[config.mk]
export PLATFORM = sky130hd
export DESIGN_NAME = uart_tx
export DESIGN_NICKNAME = d
export VERILOG_FILES = /design/src/rtl/uart_tx.sv
export SDC_FILE = /design/constraint.sdc
export NUM_CORES = 1
export LEC_CHECK = 0
export ABC_AREA = 1
export CAP_MARGIN = 40
export CELL_PAD_IN_SITES_DETAIL_PLACEMENT = 1
export CELL_PAD_IN_SITES_GLOBAL_PLACEMENT = 1
export CORE_MARGIN = 3
export CORE_UTILIZATION = 35
export CTS_BUF_LIST = sky130_fd_sc_hd__clkbuf_4
export CTS_CLUSTER_SIZE = 10
export DETAILED_ROUTE_END_ITERATION = 12
export PLACE_DENSITY = 0.83
export SLEW_MARGIN = 10
export SYNTH_ARGS = -nofsm -noshare
export SYNTH_HDL_FRONTEND = slang
export SYNTH_SLANG_ARGS = --single-unit
[constraint.sdc]
create_clock -name clock -period 1.4 [get_ports clock]
set_input_delay 0.35 -clock clock [delete_from_list [all_inputs] [get_ports clock]]
set_output_delay 0.35 -clock clock [all_outputs]
set_load 0.05 [all_outputs]
[src/rtl/uart_tx.sv]
// UART transmitter: start bit, DATA_WIDTH data bits LSB first, optional even parity, STOP_BITS stop bits.
// Define UART_TX_PARITY_EN to compile in the even-parity bit; the default build has no parity.
module uart_tx #(
  parameter int CLK_FREQ   = 100_000_000,
  parameter int BAUD_RATE  = 115200,
  parameter int DATA_WIDTH = 8,
  parameter int STOP_BITS  = 1
) (
  input  logic                  clock,
  input  logic                  reset,
  input  logic [DATA_WIDTH-1:0] data_in,
  input  logic                  data_valid,
  output logic                  data_ready,
  output logic                  tx,
  output logic                  busy
);

  localparam int CLKS_PER_BIT = CLK_FREQ / BAUD_RATE;
  localparam int CNT_W        = (CLKS_PER_BIT > 1) ? $clog2(CLKS_PER_BIT) : 1;
  localparam int BIT_W        = $clog2(DATA_WIDTH);

  localparam logic [CNT_W-1:0] BAUD_LAST = CNT_W'(CLKS_PER_BIT - 1);
  localparam logic [BIT_W-1:0] BIT_LAST  = BIT_W'(DATA_WIDTH - 1);
  localparam logic             STOP_LAST = 1'(STOP_BITS - 1);

  typedef enum logic [2:0] {
    S_IDLE   = 3'd0,
    S_START  = 3'd1,
    S_DATA   = 3'd2,
    S_PARITY = 3'd3,
    S_STOP   = 3'd4
  } state_t;

  state_t                r_state;
  logic [CNT_W-1:0]      r_baud;
  logic [BIT_W-1:0]      r_bit;
  logic                  r_stop;
  logic [DATA_WIDTH-1:0] r_shift;
  logic                  r_tx;
  logic                  r_busy;
`ifdef UART_TX_PARITY_EN
  logic                  r_parity;
`endif

  state_t                w_state_nxt;
  logic [CNT_W-1:0]      w_baud_nxt;
  logic [BIT_W-1:0]      w_bit_nxt;
  logic                  w_stop_nxt;
  logic [DATA_WIDTH-1:0] w_shift_nxt;
  logic                  w_tx_nxt;
  logic                  w_busy_nxt;
  logic                  w_accept;
  logic                  w_baud_end;

  assign data_ready = (r_state == S_IDLE) && !reset;
  assign w_accept   = data_valid && data_ready;
  assign w_baud_end = (r_baud == BAUD_LAST);
  assign tx         = r_tx;
  assign busy       = r_busy;

  // State and datapath registers; tx/busy are registered from the next-state values
  always_ff @(posedge clock) begin
    if (reset) begin
      r_state <= S_IDLE;
      r_baud  <= '0;
      r_bit   <= '0;
      r_stop  <= 1'b0;
      r_shift <= '0;
      r_tx    <= 1'b1;
      r_busy  <= 1'b0;
    end else begin
      r_state <= w_state_nxt;
      r_baud  <= w_baud_nxt;
      r_bit   <= w_bit_nxt;
      r_stop  <= w_stop_nxt;
      r_shift <= w_shift_nxt;
      r_tx    <= w_tx_nxt;
      r_busy  <= w_busy_nxt;
    end
  end

`ifdef UART_TX_PARITY_EN
  always_ff @(posedge clock) begin
    if (reset)         r_parity <= 1'b0;
    else if (w_accept) r_parity <= ^data_in;
  end
`endif

  always_comb begin
    w_state_nxt = r_state;
    w_baud_nxt  = w_baud_end ? '0 : r_baud + CNT_W'(1);
    w_bit_nxt   = r_bit;
    w_stop_nxt  = r_stop;
    w_shift_nxt = r_shift;
    case (r_state)
      S_IDLE: begin
        w_baud_nxt = '0;
        if (w_accept) begin
          w_state_nxt = S_START;
          w_shift_nxt = data_in;
          w_bit_nxt   = '0;
          w_stop_nxt  = 1'b0;
        end
      end
      S_START: begin
        if (w_baud_end) w_state_nxt = S_DATA;
      end
      S_DATA: begin
        if (w_baud_end) begin
          if (r_bit == BIT_LAST) begin
`ifdef UART_TX_PARITY_EN
            w_state_nxt = S_PARITY;
`else
            w_state_nxt = S_STOP;
`endif
          end else begin
            w_bit_nxt   = r_bit + BIT_W'(1);
            w_shift_nxt = {1'b0, r_shift[DATA_WIDTH-1:1]};
          end
        end
      end
`ifdef UART_TX_PARITY_EN
      S_PARITY: begin
        if (w_baud_end) w_state_nxt = S_STOP;
      end
`endif
      S_STOP: begin
        if (w_baud_end) begin
          if (r_stop == STOP_LAST) w_state_nxt = S_IDLE;
          else                     w_stop_nxt  = r_stop + 1'b1;
        end
      end
      default: w_state_nxt = S_IDLE;
    endcase
  end

  // Line level follows the state being entered so tx changes on the same edge as the state
  always_comb begin
    w_busy_nxt = (w_state_nxt != S_IDLE);
    w_tx_nxt   = 1'b1;
    case (w_state_nxt)
      S_START:  w_tx_nxt = 1'b0;
      S_DATA:   w_tx_nxt = w_shift_nxt[0];
`ifdef UART_TX_PARITY_EN
      S_PARITY: w_tx_nxt = r_parity;
`endif
      default:  w_tx_nxt = 1'b1;
    endcase
  end

endmodule

==> out/metrics.cfg, run 1 <==
[status]
run_status = complete, but fails checks
failing_checks = negative setup slack

[timing]
maxSlewHeadroom_pct = 64.7
drv_slew = 0
post-route-min-period_ps = 1630
rsz0062_at_grt = yes
final.hold.worst_slack_ps = 504
maximum_frequency_from_static_timing_analysis_mhz = 612
fin_ws_ps = -233
setup_total_negative_slack_ps = -3210
fin_skew_ps = 13.3
final-setup-viol-count = 27
worst_pin_slew_ps = 529
total_count_of_hold_check_failures_in_the_final_report = 0
finalCritPeriodShare_pct = 117

[final_layout]
multiInputGateArea_um2 = 863
diodes = 0
filler_cell_count_in_the_final_layout = 447
post_route_non_filler_standard_cell_count = 277
drive_above_1_share_pct = 42.9
ff_latch_area_um2 = 541
final_net_count = 246
design_area_um2 = 2000
syn_to_final_growth_pct = 53.7

[drt]
post-route-drc-count = 0
drt_pre_antenna_iters = 4
detailedRoute.firstIterationViolations = 48
drt.antenna.violating_nets = 0
post_drt_wl_per_cell_um = 19.0
detail_route.wirelength_um = 5260
post_drt_via_cell_ratio = 5.35
number_of_vias_in_the_routed_layout = 1483

[clock_tree]
ctsHoldBuffers = 0
clock-sinks = 26
cts.root.buffer_cell = sky130_fd_sc_hd__clkbuf_4
clk-insertion-delay-late_ps = 350
cts_tree = done
ctsLongestPathBuffers = 2
htreeDepth = 1
path_clk_slew_ps = 160
tritoncts.num_buffers = 3

[floorplanning]
die_h_um = 67.0
rows = 21
die_w_um = 67.0
floorplan.die_area_um2 = 4490
core_area_um2 = 3470
initial_core_util_pct = 37.5
io_pins = 14

[synthesis]
most_frequent_cell_after_synthesis = sky130_fd_sc_hd__nand2_1
yosysWarnings = 0
postSynthNetCount = 198
syn_avg_cell_area_um2 = 7.07
yosysSeqAreaShare_pct = 40.0
number_of_register_bits_inferred_by_synthesis = 26
distinct_cell_type_count_after_synthesis = 29
synth_enable_flop_cells = 0
post-synth-top-area-fraction_pct = 40.0
synth.top_cells.by_count = 56 x sky130_fd_sc_hd__nand2_1, 26 x sky130_fd_sc_hd__dfxtp_1, 23 x sky130_fd_sc_hd__nor2_1
synth_async_sr_flop_share_pct = 0
post_synth_main_area_contributors = sky130_fd_sc_hd__dfxtp_1 40%, sky130_fd_sc_hd__nand2_1 16%, sky130_fd_sc_hd__nor2_1 6.6%, sky130_fd_sc_hd__nand3_1 4.6%, sky130_fd_sc_hd__inv_1 4.0%
synth-main-ff-cell = sky130_fd_sc_hd__dfxtp_1
yosys.area.top_type = sky130_fd_sc_hd__dfxtp_1
synthesis.instances = 184
combined_area_of_all_synthesized_cells_um2 = 1300

[setup_path]
reg2regPathDepth = 9
cp_max_fo = 5
critical_path.top_delay_family = flip-flops
worst_r2r_endpoint = r_bit[0]$_SDFFE_PP0P_
worst-r2r-setup-slack_ps = -220
critical-path-max-stage-delay_ps = 380
arrival_ps = 1280
critical-path-slowest-cell = sky130_fd_sc_hd__dfxtp_4
worstPathCellList = nor2_4 -> nand3_4 -> inv_2 -> buf_12
critical_path_depth = 4
worstSetupStartpointType = flip-flop
reg2reg_from = r_state[2]$_SDFF_PP0_
cp_num_buf_inv = 2
worstSetupStartpoint = r_state[2]$_SDFF_PP0_
crit_path_end_kind = output pin
cp_data_required_time_ps = 1050
timing_worst_setup_path_type = reg2out

[power]
worst_ir_drop_vdd_v = 0.000546
total_leakage_power_nw = 0.762
p_per_area_nw_per_um2 = 794

[run]
drv_cap = 0

[placement]
post_dp_cell_area_um2 = 1660
place_worst_setup_slack_ps = -314
detailedPlacementHpwl_um = 2910
port_buffers = 13
place.gp.congestion = 0.807
numPlacedInstances = 262

[global_route]
globalRouteTotalUtil_pct = 22.6
antenna_found_initial = 0
wire_length_of_the_first_global_routing_pass_um = 7540
pin_count_of_the_biggest_net_entering_global_routing = 16
first_global_vias = 1552
sum_of_overflow_across_all_layers_after_global_routing = 0

[hold_path]
hold_start = r_shift[3]$_SDFFE_PP0P_
hold_path_end = r_shift[3]$_SDFFE_PP0P_
min_delay_path_depth = 2
hold_path.class = reg2reg

[cells in the final DEF, fill, tap and decap left out, types with 2 or more instances in the layout]
cell type                         Yosys  final
sky130_fd_sc_hd__dfxtp_2              0      7
sky130_fd_sc_hd__buf_4                0     30
sky130_fd_sc_hd__nor2_2               0      6
sky130_fd_sc_hd__clkbuf_4             0      3
sky130_fd_sc_hd__dfxtp_4              0      3
sky130_fd_sc_hd__inv_2                5     10
sky130_fd_sc_hd__nor2_1              23     12
sky130_fd_sc_hd__a31oi_1              7      7
sky130_fd_sc_hd__nand2_4              1      2
sky130_fd_sc_hd__nand3_4              0      4
sky130_fd_sc_hd__buf_12               0      3
sky130_fd_sc_hd__clkdlybuf4s50_1      0     10
sky130_fd_sc_hd__inv_1               14      8
sky130_fd_sc_hd__nand4_1              3      3
sky130_fd_sc_hd__a21oi_1             10      9
sky130_fd_sc_hd__nor3_1               3      2
sky130_fd_sc_hd__nand2_2              3      7
sky130_fd_sc_hd__nand2_1             56     51
sky130_fd_sc_hd__ha_4                 0      3
sky130_fd_sc_hd__dfxtp_1             26     16
sky130_fd_sc_hd__nor2_4               3      8
sky130_fd_sc_hd__buf_6                1      2
sky130_fd_sc_hd__nand3_1             12      8
[what timing repair did]
action                                  in CTS  in global routing
pin swaps                                    9                 11
gates resized for setup                     31                 31
endpoints found under the setup margin      25                 27
setup buffers                                5                  7
[worst reg2reg max path: cells and delay by family, from the launching register on]
family,cells,cell delay [ps]
AND/OR/NAND/NOR,6,740
flip-flops,1,380
buffers and inverters,2,280
AO/OA/AOI/OAI,1,120
[power by group]
part	total [W]	internal, W	leakage, nW	switching [W]
Combinational	0.000268	0.000125	0.517	0.000143
Sequential	0.000780	0.000759	0.217	0.0000211
Clock	0.000540	0.000290	0.0279	0.000250
[registers in the layout, summed over array words and instances, names as in the netlist]
name and count:
busy 1, tx 1, r_bit 3, r_state 3, r_baud 10, r_shift 8
[worst max-delay path by stage]
stage                               to  slack (ps)
6_report                    data_ready        -230
5_1_grt                     data_ready        -290
4_1_cts                     data_ready        -190
3_5_place_dp   r_shift[6]$_SDFFE_PP0P_        -310
3_3_place_gp     r_bit[0]$_SDFFE_PP0P_        -230
2_1_floorplan    r_bit[0]$_SDFFE_PP0P_          50
[metal layers]
layer  track usage [%]  share of wire [%]  vias up
met5                 0                  0        -
li1                  -                  -      691
met2              41.7                 51       48
met3              3.20                5.1       25
met4              7.85                4.5        0
met1              26.1                 39      719
[cells by family after synthesis]
family,count (synthesis),share of synthesized area [%]
AO/OA/AOI/OAI,21,9.81
XOR/XNOR,1,0.673
adder cells (fa/ha/maj),3,2.88
buffers and inverters,22,6.92
flip-flops,26,40.0
AND/OR/NAND/NOR,111,39.7
[per-stage QoR]
step | util (%) | power (W)
6_report | 57.6 | 0.00159
5_1_grt | 57.6 | 0.00164
4_1_cts | 53.3 | 0.00155
3_5_place_dp | 47.9 | 0.00100
3_3_place_gp | 47.9 | 0.000994
2_1_floorplan | - | 0.000899
[cell type report]
class,instances,area share (%)
clock buffers,3,1.13
well taps,46,2.88
repair buffers,45,20.4
clock inverters,1,1.50
inverters,20,3.88
multi-input cells,136,43.2
flip-flops and latches,26,27.0
Note: power is estimated with default switching activity, not from simulation.
==> run 2, diff against run 1 <==
--- a/config.mk
+++ b/config.mk
@@ -9,11 +9,13 @@
 export CAP_MARGIN = 40
 export CELL_PAD_IN_SITES_DETAIL_PLACEMENT = 1
 export CELL_PAD_IN_SITES_GLOBAL_PLACEMENT = 1
+export CORE_ASPECT_RATIO = 1.75
 export CORE_MARGIN = 3
 export CORE_UTILIZATION = 35
 export CTS_BUF_LIST = sky130_fd_sc_hd__clkbuf_4
 export CTS_CLUSTER_SIZE = 10
 export DETAILED_ROUTE_END_ITERATION = 12
+export HOLD_SLACK_MARGIN = 0.08
 export PLACE_DENSITY = 0.83
 export SLEW_MARGIN = 10
 export SYNTH_ARGS = -nofsm -noshare
==> run 2 against run 1 <==
Net effect: design area is 2.9% higher; register-to-register slack better by 30 ps; die area is 0.63% higher; the run still ends with negative setup slack left; maximum frequency is 3.0% higher; largest cell class unchanged; clock power is 3.9% higher; via count is 2.8% lower; critical path depth is 3 higher; combinational power is 4% higher; worst setup slack better by 47 ps; highest routed layer unchanged.
==> out/metrics.cfg, run 2 (synthesis results as in run 1) <==
[drt]
number_of_vias_in_the_routed_layout = 1442  ; -2.8%
detailedRoute.firstIterationViolations = 47  ; -2.1%
post_drt_via_cell_ratio = 5.22  ; -2.4%
detail_route.wirelength_um = 5270  ; +0.21%
post-route-drc-count = 0  ; unchanged
drt_pre_antenna_iters = 7  ; +3
drt.antenna.violating_nets = 0  ; unchanged
post_drt_wl_per_cell_um = 19.1  ; +0.57%

[final_layout]
flip_flop_count_of_the_largest_register_all_copies_and_words_added = 10  ; unchanged
drive_above_1_share_pct = 46.3  ; +3.5 points
largest_registers = r_baud: 10 flops, r_shift: 8 flops
multiInputGateArea_um2 = 886  ; +2.6%
syn_to_final_growth_pct = 58.1
most-common-layout-cells = 38 x sky130_fd_sc_hd__nand2_1, 25 x sky130_fd_sc_hd__buf_4, 17 x sky130_fd_sc_hd__nand2_2, 17 x sky130_fd_sc_hd__dfxtp_1, 15 x sky130_fd_sc_hd__nor2_1
filler_cell_count_in_the_final_layout = 392  ; -12%
registers.top_by_ff_count = r_baud
post_route_non_filler_standard_cell_count = 276  ; -0.36%
ff_latch_area_um2 = 537  ; -0.69%
final_net_count = 246  ; unchanged
layout_commonest_cell = sky130_fd_sc_hd__nand2_1
diodes = 0  ; unchanged
design_area_um2 = 2060  ; +2.9%

[hold_path]
hold_path_end = r_shift[4]$_SDFFE_PP0P_
hold_path.class = reg2reg
min_delay_path_depth = 2  ; unchanged
hold_start = r_shift[4]$_SDFFE_PP0P_

[global_route]
first_global_vias = 1607  ; +3.5%
globalRouteTotalUtil_pct = 22.8  ; +0.23 points
sum_of_overflow_across_all_layers_after_global_routing = 0  ; unchanged
pin_count_of_the_biggest_net_entering_global_routing = 16  ; unchanged
antenna_found_initial = 0  ; unchanged
wire_length_of_the_first_global_routing_pass_um = 7670  ; +1.7%

[placement]
place.gp.congestion = 0.848  ; +5.1%
post_dp_cell_area_um2 = 1640  ; -1.1%
place_worst_setup_slack_ps = -304  ; +10.2 ps
detailedPlacementHpwl_um = 2840  ; -2.6%
port_buffers = 13  ; unchanged
numPlacedInstances = 257  ; -1.9%

[timing]
rsz0062_at_grt = yes
fin_ws_ps = -186  ; +46.8 ps
maximum_frequency_from_static_timing_analysis_mhz = 630  ; +3.0%
drv_slew = 0  ; unchanged
final.hold.worst_slack_ps = 517  ; +13.2 ps
post-route-min-period_ps = 1590  ; -46.8 ps
final-setup-viol-count = 27  ; unchanged
worst_pin_slew_ps = 564  ; +35.6 ps
fin_skew_ps = 7.96  ; -5.32 ps
total_count_of_hold_check_failures_in_the_final_report = 0  ; unchanged
finalCritPeriodShare_pct = 113  ; -3.3 points
maxSlewHeadroom_pct = 62.3  ; -2.4 points

[clock_tree]
clk-insertion-delay-late_ps = 350  ; about the same
cts.root.buffer_cell = sky130_fd_sc_hd__clkbuf_4
cts_tree = done
clock-sinks = 26  ; unchanged
ctsHoldBuffers = 0  ; unchanged
htreeDepth = 1  ; unchanged
tritoncts.num_buffers = 3  ; unchanged
ctsLongestPathBuffers = 2  ; unchanged
path_clk_slew_ps = 170  ; about the same

[power]
p_seq_share_pct = 48.4  ; -0.7 points
switching_share_of_total_power_pct = 26.9  ; +0.81 points
pwr-share-comb_pct = 17.1  ; +0.2 points
switching_power_w = 0.000437  ; +5.5%
worst_ir_drop_vdd_v = 0.000593  ; +8.5%
total_leakage_power_nw = 0.780  ; +2.4%
part_of_the_total_power_dissipated_in_the_clock_network_pct = 34.5  ; +0.5 points
overall_power_after_layout_w = 0.00163  ; +2.4%
p_int_w = 0.00119  ; +1.2%
p_per_area_nw_per_um2 = 790  ; -0.51%

[setup_path]
timing_worst_setup_path_type = reg2reg
worst-r2r-setup-slack_ps = -190  ; +30 ps
reg2reg_from = r_baud[0]$_SDFF_PP0_
cp_data_required_time_ps = 1680  ; +630 ps
crit_path_end_kind = flip-flop
cp_max_fo = 6  ; +1
worstSetupStartpoint = r_baud[0]$_SDFF_PP0_
reg2regPathDepth = 7  ; -2
worstSetupStartpointType = flip-flop
arrival_ps = 1870  ; +590 ps
worst_r2r_endpoint = r_shift[3]$_SDFFE_PP0P_

[run]
drv_cap = 0  ; unchanged

[status]
run_status = complete, but fails checks
failing_checks = negative setup slack

[floorplanning]
core_area_um2 = 3470  ; unchanged
floorplan.die_area_um2 = 4510  ; +0.63%
die_w_um = 52.1  ; -22%
io_pins = 14  ; unchanged
rows = 28  ; +33%
initial_core_util_pct = 37.5  ; unchanged
die_h_um = 86.7  ; +29%

[run 2: final cells by class]
class                      instances  share of cell area (%)
clock buffer                       3                    1.09
sequential                        26                    26.1
tap                               45                    2.74
clock inverter                     1                    1.46
inverter                          20                    4.01
timing repair buffer              45                    21.5
multi-input combinational        136                    43.1
[run 2: power by group through the flow]
stage	logic (W)	registers (W)	clock network, W
after floorplan	0.0000937	0.000805	0
after global placement	0.000201	0.000795	0
after detailed placement	0.000211	0.000796	0
after CTS	0.000241	0.000784	0.000547
after global routing	0.000299	0.000788	0.000583
final	0.000279	0.000786	0.000561
[run 2: per-stage QoR]
stage / utilization [%] / setup TNS (ps)
after global placement: 47.4 / -3480
after CTS: 54.8 / -509
after detailed placement: 47.4 / -4910
after global routing: 59.3 / -4820
final: 59.3 / -2610
after floorplan: - / 0
[run 2: per-layer routing]
| metal | global-route usage, % | wire length [um] | vias up |
|---|---|---|---|
| met5 | 0 | 0 | - |
| met4 | 11.0 | 225 | 0 |
| met3 | 2.75 | 103 | 21 |
| met2 | 44.0 | 3070 | 34 |
| met1 | 22.6 | 1870 | 697 |
| li1 | - | - | 690 |
[run 2: worst max-delay path: stages, from the launching register on]
cell	delay, ps
sky130_fd_sc_hd__dfxtp_2	400
sky130_fd_sc_hd__ha_4	160
sky130_fd_sc_hd__inv_4	50
sky130_fd_sc_hd__nor2_4	100
sky130_fd_sc_hd__nand4_1	260
sky130_fd_sc_hd__nor2_4	280
sky130_fd_sc_hd__nand2_1	80
sky130_fd_sc_hd__a31oi_1	200
[run 2: worst max-delay path by stage]
stage	endpoint	slack [ps]	cells past startpoint
2_1_floorplan	r_bit[0]$_SDFFE_PP0P_	50	9
4_1_cts	data_ready	-80	4
6_report	r_shift[3]$_SDFFE_PP0P_	-190	7
5_1_grt	tx$_SDFF_PP1_	-270	10
3_3_place_gp	r_bit[1]$_SDFFE_PP0P_	-230	8
3_5_place_dp	r_shift[6]$_SDFFE_PP0P_	-300	8
[run 2: repair_timing]
item                       in CTS  in global routing
setup buffers                   8                  7
resized for setup              45                 29
gates cloned                    0                  0
pin swaps                      15                 28
setup endpoints to repair      26                 27
